==> config.mk <==
export PLATFORM = sky130hd
export DESIGN_NAME = id_ex_stage
export DESIGN_NICKNAME = d
export VERILOG_FILES = /design/src/rtl/mips_pkg.sv /design/src/rtl/hazard_detect.sv /design/src/rtl/id_ex_stage.sv
export SDC_FILE = /design/constraint.sdc
export NUM_CORES = 1
export LEC_CHECK = 0
export CELL_PAD_IN_SITES_DETAIL_PLACEMENT = 1
export CELL_PAD_IN_SITES_GLOBAL_PLACEMENT = 2
export CORE_MARGIN = 5
export CORE_UTILIZATION = 22
export DETAILED_ROUTE_END_ITERATION = 7
export PLACE_DENSITY = 0.83
export SYNTH_ARGS = -nofsm -noshare
export SYNTH_HDL_FRONTEND = slang
export SYNTH_SLANG_ARGS = --single-unit
==> constraint.sdc <==
create_clock -name clk -period 2.3 [get_ports clk]
set_input_delay 0.23 -clock clk [delete_from_list [all_inputs] [get_ports clk]]
set_output_delay 0.23 -clock clk [all_outputs]
set_load 0.01 [all_outputs]
==> src/rtl/mips_pkg.sv <==
// Shared control-bundle layout and opcode constants for the 5-stage MIPS core.
package mips_pkg;

  localparam int unsigned EX_W = 4;
  localparam int unsigned M_W  = 3;
  localparam int unsigned WB_W = 2;

  localparam int unsigned EX_REGDST   = 3;
  localparam int unsigned EX_ALUOP_HI = 2;
  localparam int unsigned EX_ALUOP_LO = 1;
  localparam int unsigned EX_ALUSRC   = 0;

  localparam int unsigned M_BRANCH   = 2;
  localparam int unsigned M_MEMREAD  = 1;
  localparam int unsigned M_MEMWRITE = 0;

  localparam int unsigned WB_REGWRITE = 1;
  localparam int unsigned WB_MEMTOREG = 0;

  // NOP shares the R-type encoding (sll $0,$0,0), so these stay plain constants
  localparam logic [5:0] RTYPE = 6'h00;
  localparam logic [5:0] LW    = 6'h23;
  localparam logic [5:0] SW    = 6'h2B;
  localparam logic [5:0] BEQ   = 6'h04;
  localparam logic [5:0] NOP   = 6'h00;

endpackage

==> src/rtl/hazard_detect.sv <==
// Load-use hazard detector: a load in EX whose destination feeds the decode instruction.
module hazard_detect #(
  parameter int unsigned REG_ADDR_W = 5
) (
  input  logic                  valid,
  input  logic                  mem_read,
  input  logic [REG_ADDR_W-1:0] rt_ex,
  input  logic [REG_ADDR_W-1:0] rs_id,
  input  logic [REG_ADDR_W-1:0] rt_id,
  output logic                  hazard
);

  always_comb begin
    hazard = valid & mem_read & (|rt_ex) & ((rt_ex == rs_id) | (rt_ex == rt_id));
  end

endmodule

==> src/rtl/id_ex_stage.sv <==
// ID/EX pipeline register with load-use bubble insertion and branch flush.
// Optional stall counter enabled by defining HAZARD_CNT_EN.
module id_ex_stage
  import mips_pkg::*;
#(
  parameter int unsigned DATA_W     = 32,
  parameter int unsigned REG_ADDR_W = 5
) (
  input  logic                  clk,
  input  logic                  rst_n,
  input  logic [EX_W-1:0]       ex_i,
  input  logic [M_W-1:0]        m_i,
  input  logic [WB_W-1:0]       wb_i,
  input  logic [DATA_W-1:0]     npc_i,
  input  logic [DATA_W-1:0]     rd_data1_i,
  input  logic [DATA_W-1:0]     rd_data2_i,
  input  logic [DATA_W-1:0]     imm_i,
  input  logic [REG_ADDR_W-1:0] rs_i,
  input  logic [REG_ADDR_W-1:0] rt_i,
  input  logic [REG_ADDR_W-1:0] rd_i,
  input  logic                  flush_i,
  output logic [EX_W-1:0]       ex_o,
  output logic [M_W-1:0]        m_o,
  output logic [WB_W-1:0]       wb_o,
  output logic [DATA_W-1:0]     npc_o,
  output logic [DATA_W-1:0]     rd_data1_o,
  output logic [DATA_W-1:0]     rd_data2_o,
  output logic [DATA_W-1:0]     imm_o,
  output logic [REG_ADDR_W-1:0] rs_o,
  output logic [REG_ADDR_W-1:0] rt_o,
  output logic [REG_ADDR_W-1:0] rd_o,
  output logic                  valid_o,
  output logic                  stall_o
`ifdef HAZARD_CNT_EN
  ,
  output logic [31:0]           stall_cnt_o
`endif
);

  logic hazard;
  logic bubble;

  hazard_detect #(
    .REG_ADDR_W(REG_ADDR_W)
  ) u_hazard_detect (
    .valid    (valid_o),
    .mem_read (m_o[M_MEMREAD]),
    .rt_ex    (rt_o),
    .rs_id    (rs_i),
    .rt_id    (rt_i),
    .hazard   (hazard)
  );

  always_comb begin
    stall_o = hazard & ~flush_i;
    bubble  = flush_i | hazard;
  end

  always_ff @(posedge clk or negedge rst_n) begin
    if (!rst_n) begin
      ex_o       <= '0;
      m_o        <= '0;
      wb_o       <= '0;
      npc_o      <= '0;
      rd_data1_o <= '0;
      rd_data2_o <= '0;
      imm_o      <= '0;
      rs_o       <= '0;
      rt_o       <= '0;
      rd_o       <= '0;
      valid_o    <= 1'b0;
    end else begin
      npc_o      <= npc_i;
      rd_data1_o <= rd_data1_i;
      rd_data2_o <= rd_data2_i;
      imm_o      <= imm_i;
      rs_o       <= rs_i;
      rt_o       <= rt_i;
      rd_o       <= rd_i;
      // Only control is squashed; datapath fields are ignored while valid_o=0
      if (bubble) begin
        ex_o    <= '0;
        m_o     <= '0;
        wb_o    <= '0;
        valid_o <= 1'b0;
      end else begin
        ex_o    <= ex_i;
        m_o     <= m_i;
        wb_o    <= wb_i;
        valid_o <= 1'b1;
      end
    end
  end

`ifdef HAZARD_CNT_EN
  always_ff @(posedge clk or negedge rst_n) begin
    if (!rst_n) begin
      stall_cnt_o <= '0;
    end else if (stall_o && (stall_cnt_o != '1)) begin
      stall_cnt_o <= stall_cnt_o + 32'd1;
    end
  end
`endif

endmodule

=== After elaboration in Yosys (flattened, before gate mapping) ===
Cells that the tools add are included.

* Output and inout bits: 154
* Word-level logic and storage cells: 25
* Input port bits: 155
* Flip-flop bits (word level): 153

* Reductions and logical operators: 1
* Mux-type cells: 4
* Bitwise gates (word level): 7
* Equal/unequal tests: 2

{| class="wikitable"
|+ Operator list
! operator !! number
|-
| 5-bit equality test || 2
|-
| 5-bit OR reduction || 1
|-
| 1-bit bitwise AND || 4
|-
| 4-bit two-way mux || 1
|-
| 3-bit two-way mux || 1
|-
| 2-bit two-way mux || 1
|-
| 1-bit OR || 2
|-
| 1-bit two-way mux || 1
|-
| 1-bit NOT || 1
|}

=== Longest topological paths before layout ===
* Depth in word-level cells: 5
* Mapped depth: 5

=== Cells and area by module ===
From an unflattened synthesis, not the netlist that was laid out.

* Cells, all modules: 183
* Area, all modules: 4106.4 µm²

{| class="wikitable"
|+ Modules (own cells, without submodules)
! module !! cells each !! times used !! area each (µm²)
|-
| id_ex_stage || 166 || 1 || 3973.8
|-
| hazard_detect || 17 || 1 || 132.6
|}

=== Least setup slack after synthesis ===
No wires, ideal clock.

* Path kind: register -> output
* Start point: register rt_o[4]
* End point: output stall_o
* Buffers on the path: 0
* Data required time: 2.070 ns
* Cell stages (with the launch flop): 4
* Slack: 0.731 ns
* Arrival: 1.339 ns
* Cells stage by stage: dfrtp_1 > or3_1 > o311a_1 > and3b_2

* Word-level cells in the longest chain between the ends: 4

{| class="wikitable"
|+ Ends and longest elaborated chain
! what !! RTL line !! text
|-
| start: declaration || id_ex_stage.sv:30 || <nowiki>output logic [REG_ADDR_W-1:0] rt_o,</nowiki>
|-
| start signal: assignment || id_ex_stage.sv:78 || <nowiki>rt_o <= rt_i;</nowiki>
|-
| 5-bit equality test / 5-bit OR reduction (equally long branches) || hazard_detect.sv:14 || <nowiki>hazard = valid & mem_read & (|rt_ex) & ((rt_ex == rs_id) | (rt_ex == rt_id));</nowiki>
|-
| 1-bit OR / 1-bit bitwise AND (equally long branches) || hazard_detect.sv:14 ||
|-
| 1-bit bitwise AND * || hazard_detect.sv:14 ||
|-
| 1-bit bitwise AND * || id_ex_stage.sv:55 || <nowiki>stall_o = hazard & ~flush_i;</nowiki>
|-
| end: declaration || id_ex_stage.sv:33 || <nowiki>output logic stall_o</nowiki>
|}

Every way passes the cells marked *; elsewhere a longest branch is shown, timed or not.

=== Worst setup path in the final report ===
Same ends and word-level chain as after synthesis.

==> results.cfg <==
[clocking]
tritoncts = done
cts.sinks = 153
clockBufferDepth = 2
cts-root-buf = sky130_fd_sc_hd__clkbuf_16
ctsHtreeMaxLevel = 4
clock_insertion_delay_worst_skew_ns = 0.41
clock_pin_slew_reported_for_the_worst_setup_and_hold_paths_after_clock_tree_synthesis_ns = 0.07
cts_made_buffers = 17

[synthesis]
yosysWarnings = 0
postSynthAreaPerCell_um2 = 21.3
ys_async_sr_fraction = 1.00
mappedNetlistArea_mm2 = 0.00414
netlist_top_cells_area = sky130_fd_sc_hd__dfrtp_1 (93%), sky130_fd_sc_hd__a21oi_2 (2.1%), sky130_fd_sc_hd__xnor2_1 (2.1%)
ys.flop_type = sky130_fd_sc_hd__dfrtp_1
synth_largest_type_area_fraction = 0.925
post-synth-top-count-cell = sky130_fd_sc_hd__dfrtp_1
number_of_library_cell_types_mapped_by_synthesis = 14
netlist_instances = 194
sequential_area_share_after_synthesis = 0.925
commonest_cells_post_synth = sky130_fd_sc_hd__dfrtp_1 (153), sky130_fd_sc_hd__a21oi_2 (10), sky130_fd_sc_hd__xnor2_1 (10)
yosysTopAreaCell = sky130_fd_sc_hd__dfrtp_1
synth_enable_flop_cells = 0
synth.ff_latch_count = 153
mappedNetlistNets = 349

[grt]
first_global_vias = 3601
wire_length_of_the_first_global_routing_pass_mm = 22.8
grt-ovfl-total = 0
maximum_number_of_pins_on_one_net_before_global_route_repair = 56
globalRouteTotalUtil = 0.142
initial_antenna_violation_count = 0

[drt]
route.vias.total = 2923
drt_first_iter_violations = 72
post-route-drc-count = 0
drtAntennaViolNets = 0
routed_wl_mm = 15.1
drtPass1Iterations = 4
vias_per_cell = 3.77
detail_route.wl_per_cell_um = 19.5

[place]
place.port_buffers = 308
dpl.hpwl_mm = 12.1
dp_worst_setup_slack_ns = 0.0548
dpl_cell_area_mm2 = 0.00755
gp_congestion = 0.805

[timing]
fin_crit_sh = 0.920
final_critical_path_setup_slack_ns = 0.184
unrepaired_setup_endpoints_after_global_routing = false
timing.fmax_mhz = 473
final_worst_clock_skew_ns = 0.00552
worst_slew_pin_slew_ns = 0.536
report.final.slew_viol_count = 0
finalHoldViolCount = 0
setup_total_negative_slack_ns = 0
final.min_clock_period_ns = 2.12
worst_hold_slack_ns = 0.251
relative_max_transition_margin = 0.643
report.final.setup_viol = 0

[worst_setup_path]
ff2ff_path_depth = 4
critical_path.max_stage_delay_ns = 0.39
beginning_of_the_worst_register_to_register_path = rt_o[4]$_DFF_PN0_
critical_path_peak_fanout = 2
crit_end = stall_o
timing.critical_path.slowest_stage_cell = sky130_fd_sc_hd__or3_1
r2r_setup_slack_ns = 0.74
worst-setup-path-type = reg2out
endpoint_kind = output pin
critical_path.cell_chain = or3_1, o311a_1, and3b_2, clkbuf_2
rr_endpoint = m_o[0]$_DFF_PN0_
critPathLaunchType = register
endpoint_arrival_time_on_the_critical_path_ns = 1.89
critPathRequiredTime_ns = 2.07
critical_path.startpoint = rt_o[4]$_DFF_PN0_

[floorplanning]
chipHeight_um = 147
rows = 50
floorplan.die.width_um = 147
initial_utilization = 0.222
die_area_mm2 = 0.0217
design.portCount = 309
core-area_mm2 = 0.0186

[power]
finalPower_w = 0.00651
power_density_mw_per_mm2 = 793
leakagePower_nw = 3.44
power.ir.vdd_worst_uv = 440

[status]
outcome = complete, no violations

[layout]
postLayoutCellArea_mm2 = 0.00820
layout-drive-gt1-share = 0.103
diodes = 0
area_growth_pct = 98.2
num-nets-final = 684

[worst_hold_path]
min-delay-path-class = in2reg

[flow_run]
max_cap_viol_count = 0
layout make-up:
cell class / count / area, um^2
repair buffers: 320 / 3180
clock inverters: 13 / 166
fillers: 1885 / 10400
clock buffers: 19 / 443
well taps: 234 / 293
multi-input cells: 37 / 288
flip-flops and latches: 153 / 3830
cells by family after synthesis:
group / count (synthesis) / share of synthesized area
xor+xnor: 10 / 0.0212
flops: 153 / 0.925
compound gates: 12 / 0.0251
buf+inv: 4 / 0.00665
simple gates: 15 / 0.0218
metal layers:
layer,track usage,vias up,part of all wire
met3,0.0574,12,0.068
met2,0.260,132,0.56
met4,0.0466,0,0.016
met5,0,-,0
met1,0.149,1498,0.35
li1,-,1281,-
report_power, final:
part / switching, W / internal [W] / leakage (nW)
Clock: 0.00112 / 0.00175 / 0.302
Sequential: 0.0000462 / 0.00283 / 1.79
Combinational: 0.000272 / 0.000493 / 1.35
Total: 0.00144 / 0.00507 / 3.44
critical path: cells and delay by family (launching register included):
| kind | cells | cell delay, ns |
|---|---|---|
| DFF | 1 | 0.38 |
| and+or+nand+nor | 2 | 0.61 |
| AOI/OAI and AO/OA | 1 | 0.36 |
| buffers and inverters | 1 | 0.13 |
worst min-delay path by stage:
stage	slack (ns)	start	cells past startpoint	to
after CTS	0.22	rd_data1_i[16]	1	rd_data1_o[16]$_DFF_PN0_
after detailed placement	0.21	rst_n	1	imm_o[19]$_DFF_PN0_
after global placement	0.22	rst_n	1	rd_data2_o[20]$_DFF_PN0_
after global routing	0.22	rd_data1_i[24]	1	rd_data1_o[24]$_DFF_PN0_
after floorplan	-0.07	rst_n	0	ex_o[0]$_DFF_PN0_
final	0.25	rd_data1_i[16]	1	rd_data1_o[16]$_DFF_PN0_
through the flow:
stage,instances,util
2_1_floorplan,194,-
3_3_place_gp,739,0.405
3_5_place_dp,739,0.405
4_1_cts,774,0.439
5_1_grt,776,0.440
6_report,776,0.440
sequential cells by signal (all words and copies together), names as in the netlist, 2 cells and up:
signal / count
wb_o: 2
m_o: 3
rd_o: 5
rd_data2_o: 32
npc_o: 32
rt_o: 5
rd_data1_o: 32
rs_o: 5
imm_o: 32
ex_o: 4
repair_timing:
item,in CTS,in global routing
hold endpoints to repair,51,0
pin swaps,0,1
hold buffers,1,0
buffers inserted,2,2
setup endpoints to repair,1,1
gates resized for setup,1,3
cell usage in the layout (no fill, tap or decap), drive strengths merged:
master and instances:
clkinv 7, inv 3, dlygate4sd3 1, nand3 2
o22ai 1, xnor2 10, nand2 2, a21oi 10
or3 1, clkdlybuf4s50 306, bufinv 3, dfrtp 153
nand2b 9, and3b 1, clkbuf 20, buf 12
o311a 1
Note: power is estimated with default switching activity, not from simulation.
